[config.mk]
export PLATFORM = sky130hd
export DESIGN_NAME = adder_32_flat
export DESIGN_NICKNAME = d
export VERILOG_FILES = /design/src/rtl/adder_pkg.sv /design/src/rtl/adder_32_if.sv /design/src/rtl/adder_32_cla4.sv /design/src/rtl/adder_32.sv /design/src/flat_wrapper.sv
export SDC_FILE = /design/constraint.sdc
export NUM_CORES = 1
export LEC_CHECK = 0
export ABC_CLOCK_PERIOD_IN_PS = 800
export BUFFER_PORTS_ARGS = -buffer_cell sky130_fd_sc_hd__buf_2
export CORE_MARGIN = 3
export CORE_UTILIZATION = 35
export DETAILED_ROUTE_END_ITERATION = 8
export SETUP_SLACK_MARGIN = 0.5
export SLEW_MARGIN = 20
export SYNTH_ARGS = -nofsm -noshare
export SYNTH_HDL_FRONTEND = slang
export SYNTH_SLANG_ARGS = --single-unit
[constraint.sdc]
create_clock -name clk -period 0.8 [get_ports clk]
set_clock_uncertainty 0.1 [all_clocks]
set_input_delay 0.08 -clock clk [delete_from_list [all_inputs] [get_ports clk]]
set_output_delay 0.08 -clock clk [all_outputs]
set_load 0.05 [all_outputs]
[src/rtl/adder_pkg.sv]
// Shared constants for the registered 32-bit carry-lookahead adder.
package adder_pkg;

  localparam int ADDER_W  = 32;
  localparam int SLICE_W  = 4;
  localparam int N_SLICES = ADDER_W / SLICE_W;

endpackage

[src/rtl/adder_32_if.sv]
// Operand/result bundle between the datapath and the registered adder.
interface adder_32_if;
  import adder_pkg::*;

  logic [ADDER_W-1:0] d0;
  logic [ADDER_W-1:0] d1;
  logic [ADDER_W-1:0] out;
  logic               cout;
  logic               ovf;

  modport master (output d0, output d1, input out, input cout, input ovf);
  modport slave  (input d0, input d1, output out, output cout, output ovf);

endinterface

[src/rtl/adder_32_cla4.sv]
// 4-bit carry-lookahead slice: sum bits plus group generate/propagate.
module cla4
  import adder_pkg::*;
(
  input  logic [SLICE_W-1:0] a,
  input  logic [SLICE_W-1:0] b,
  input  logic               cin,
  output logic [SLICE_W-1:0] s,
  output logic               g,
  output logic               p
);

  logic [SLICE_W-1:0] gen;
  logic [SLICE_W-1:0] prop;
  logic [SLICE_W-1:0] c;

  assign gen  = a & b;
  assign prop = a ^ b;

  // Every internal carry is a flat sum of products of cin, gen and prop.
  assign c[0] = cin;
  assign c[1] = gen[0] | (prop[0] & cin);
  assign c[2] = gen[1] | (prop[1] & gen[0]) | (prop[1] & prop[0] & cin);
  assign c[3] = gen[2] | (prop[2] & gen[1]) | (prop[2] & prop[1] & gen[0])
              | (prop[2] & prop[1] & prop[0] & cin);

  assign s = prop ^ c;

  assign g = gen[3] | (prop[3] & gen[2]) | (prop[3] & prop[2] & gen[1])
           | (prop[3] & prop[2] & prop[1] & gen[0]);
  assign p = &prop;

endmodule

[src/rtl/adder_32.sv]
// Registered 32-bit adder (PC+4 / branch target) with carry-out and signed overflow.
module adder_32
  import adder_pkg::*;
(
  input  logic       clk,
  input  logic       rst_n,
  adder_32_if.slave  bus
);

  logic [N_SLICES-1:0] grp_g;
  logic [N_SLICES-1:0] grp_p;
  logic [N_SLICES:0]   carry;
  logic [ADDER_W-1:0]  sum;
  logic                ovf_comb;

  logic [ADDER_W-1:0]  sum_p0;
  logic                cout_p0;
  logic                ovf_p0;

  for (genvar k = 0; k < N_SLICES; k++) begin : g_slice
    cla4 u_cla4 (
      .a   (bus.d0[k*SLICE_W +: SLICE_W]),
      .b   (bus.d1[k*SLICE_W +: SLICE_W]),
      .cin (carry[k]),
      .s   (sum[k*SLICE_W +: SLICE_W]),
      .g   (grp_g[k]),
      .p   (grp_p[k])
    );
  end

  // Second-level lookahead: each slice carry is expanded from all lower G/P
  // terms directly, so no carry ever ripples slice to slice. Carry-in is 0.
  always_comb begin
    logic term;
    carry = '0;
    term  = 1'b0;
    for (int k = 1; k <= N_SLICES; k++) begin
      for (int j = 0; j < k; j++) begin
        term = grp_g[j];
        for (int m = j + 1; m < k; m++) begin
          term = term & grp_p[m];
        end
        carry[k] = carry[k] | term;
      end
    end
  end

  assign ovf_comb = (bus.d0[ADDER_W-1] == bus.d1[ADDER_W-1])
                 && (sum[ADDER_W-1] != bus.d0[ADDER_W-1]);

  // Stage p0: single output register, all flags updated on the same edge.
  always_ff @(posedge clk or negedge rst_n) begin
    if (!rst_n) begin
      sum_p0  <= '0;
      cout_p0 <= 1'b0;
      ovf_p0  <= 1'b0;
    end else begin
      sum_p0  <= sum;
      cout_p0 <= carry[N_SLICES];
      ovf_p0  <= ovf_comb;
    end
  end

  assign bus.out  = sum_p0;
  assign bus.cout = cout_p0;
  assign bus.ovf  = ovf_p0;

endmodule

[src/flat_wrapper.sv]
// flat-port wrapper written by rule: the top's interface ports become plain ports
module adder_32_flat import adder_pkg::*;
  (clk, rst_n, bus_d0, bus_d1, bus_out, bus_cout, bus_ovf);
  adder_32_if bus_i ();
  input  logic clk;
  input  logic rst_n;
  input wire logic [$bits(bus_i.d0)-1:0] bus_d0;
  input wire logic [$bits(bus_i.d1)-1:0] bus_d1;
  output wire logic [$bits(bus_i.out)-1:0] bus_out;
  output wire logic [$bits(bus_i.cout)-1:0] bus_cout;
  output wire logic [$bits(bus_i.ovf)-1:0] bus_ovf;
  assign bus_i.d0 = bus_d0;
  assign bus_i.d1 = bus_d1;
  assign bus_out = bus_i.out;
  assign bus_cout = bus_i.cout;
  assign bus_ovf = bus_i.ovf;
  adder_32 u_core (.clk(clk), .rst_n(rst_n), .bus(bus_i));
endmodule
==> impl_metrics.env <==
export IMPL_outcome="finished with violations"
export IMPL_violations="hold timing, setup timing"
export IMPL_ys_seq_area_frac=0.383
export IMPL_rsz0062_at_grt="yes"
export IMPL_area_delta_synth_final_pct=99.7
export IMPL_synth_edf_count=0
export IMPL_die_w_um=85.7
export IMPL_critPathKind="in -> reg"
export IMPL_hp_class="in -> async"
export IMPL_cts_tree="done"
export IMPL_dp_cells=436
export IMPL_yosysTopAreaCell="dfrtp_1"
export IMPL_io_pins=100
export IMPL_track_usage=0.182
export IMPL_syn_cell_area_um2=2220
export IMPL_fin_crit_sh=2.42
export IMPL_cp_start_kind="primary input"
export IMPL_fill_cells=431
export IMPL_crit_arrival_ps=2010
export IMPL_required_ps=880
export IMPL_drt_iter0_drc=51
export IMPL_setup_ws_ps=-1130
export IMPL_crit_path_end_kind="register"
export IMPL_pre_cts_slack_ps=-1470
export IMPL_portBuffers=99
export IMPL_finalNonFillerCells=463
export IMPL_power_mw=8.36
export IMPL_synth_seq_cells=34
export IMPL_min_period_ps=1930
export IMPL_die_height_um=85.7
export IMPL_grt_overflow=0
export IMPL_final_cell_mix="buf_4, buf_6, buf_2"
export IMPL_antenna_found_initial=0
export IMPL_firstDrtPassIters=4
export IMPL_vias_per_cell=4.80
export IMPL_wire_per_inst_um=14.0
export IMPL_syn_inst=197
export IMPL_hpwl_mm=4.86
export IMPL_die_area_um2=7340
export IMPL_drv_cap=0
export IMPL_syn_nets=303
export IMPL_max_slew_worst_pin_slew_ps=478
export IMPL_cts_clk_slew_worst_paths_ps=80
export IMPL_synth_ff_type="dfrtp_1"
export IMPL_cp_max_fo=4
export IMPL_cts_buffers=5
export IMPL_rows=28
export IMPL_grt_max_degree=35
export IMPL_cts_sinks=34
export IMPL_leakage_nw=2.07
export IMPL_netlist_area_leader_share=0.383
export IMPL_final_common_cell="buf_4"
export IMPL_drt_wl_total_mm=6.48
export IMPL_relSlewSlack=0.673
export IMPL_clock_path_buffers=2
export IMPL_cts_root_buffer_cell="clkbuf_8"
export IMPL_max_freq_mhz=517
export IMPL_vias=2221
export IMPL_synth_area_per_cell_um2=11.3
export IMPL_grt_pass1_vias=2407
export IMPL_async_reset_ff_frac=1.00
export IMPL_worstSetupStartpoint="bus_d1[21]"
export IMPL_coreArea_um2=6030
export IMPL_h_tree_depth=2
export IMPL_ys_top_cells_by_area="dfrtp_1, ha_1, fa_1"
export IMPL_gp_congestion=0.767
export IMPL_finalHoldViolCount=35
export IMPL_nNetsFinal=493
export IMPL_powerDensity_nw_per_um2=1880
export IMPL_setup_viol=64
export IMPL_yosysWarnings=0
export IMPL_yosys_cell_types_count=40
export IMPL_drc=0
export IMPL_ant_nets=0
export IMPL_drv_slew=0
export IMPL_drive_gt1_frac=0.768
export IMPL_n_antenna_cell=0
export IMPL_initial_core_util=0.369
export IMPL_whs_ps=-362
export IMPL_grt_pass1_wl_mm=10.5
export IMPL_ir_drop_mv=1.09
## worst max-delay path, stage by stage
cell and delay, ps:
buf_6 100, ha_4 250, a21o_1 130, a21o_1 180, a21oi_4 80, a211o_1 310
a221o_1 400, a21oi_4 180, mux2_4 310
## final cells by class
class	count	area [µm²]	area share
clock buffer	5	68.8	0.0155
clock inverter	3	45.0	0.0101
inverter	6	25.0	0.00564
multi-input combinational	155	1800	0.407
sequential	34	892	0.201
tap	75	93.8	0.0211
timing repair buffer	185	1510	0.340
## layer usage
metal	share of wire	GRT usage	up-vias
li1	-	-	1097
met1	0.39	0.205	1039
met2	0.53	0.328	67
met3	0.050	0.0394	18
met4	0.035	0.0777	0
met5	0	0	-
## path summary, 6_finish.rpt
path | slack (ps) | end
min in group clk | -100 | u_core.bus.out[0]
setup / recovery | -1130 | u_core.bus.ovf
max in group asynchronous | 760 | u_core.bus.out[28]
hold / removal | -360 | u_core.bus.out[3]
## synthesized netlist by cell type, types with 2 or more instances
cell / number
dfrtp_1: 34
ha_1: 32
a21oi_1: 16
xor2_1: 14
a21o_1: 12
fa_1: 8
nand2_1: 8
o21ai_0: 8
xnor2_1: 7
inv_1: 6
nand3_1: 6
nor2_1: 5
and3_1: 4
nor3_1: 4
a31o_2: 2
and2_1: 2
mux2i_1: 2
nand2b_1: 2
nand4_1: 2
nor2b_1: 2
o21bai_1: 2
## where the power goes
part | switching, mW | internal (mW)
Sequential | 0.174 | 2.13
Combinational | 2.43 | 1.99
Clock | 0.704 | 0.927
Total | 3.31 | 5.05
## metrics by stage
step | TNS (ps) | util | area, µm²
floorplan | -27870 | - | 2550
global placement | -36240 | 0.602 | 3630
detailed placement | -37110 | 0.602 | 3630
CTS | -34370 | 0.706 | 4250
global route | -37520 | 0.737 | 4440
finish | -34450 | 0.737 | 4440
## cells by family after synthesis
kind of cell,count (synthesis),synth area share
compound gates,53,0.165
buf+inv,8,0.0146
simple gates,38,0.0884
flops,34,0.383
xor+xnor,21,0.0828
fa+ha+maj,40,0.252
mux,3,0.0141
## sequential cells by signal, indices dropped and copies added (netlist names)
name / count
u_core.bus.ovf: 1
u_core.bus.cout: 1
u_core.bus.out: 32
## timing repair
item	in CTS	in global routing
pin swaps	38	25
gates resized for setup	116	19
endpoints found under the setup margin	68	67
setup buffers	9	10
hold endpoints to repair	35	35
No activity file was read; power rests on OpenSTA's default activity.
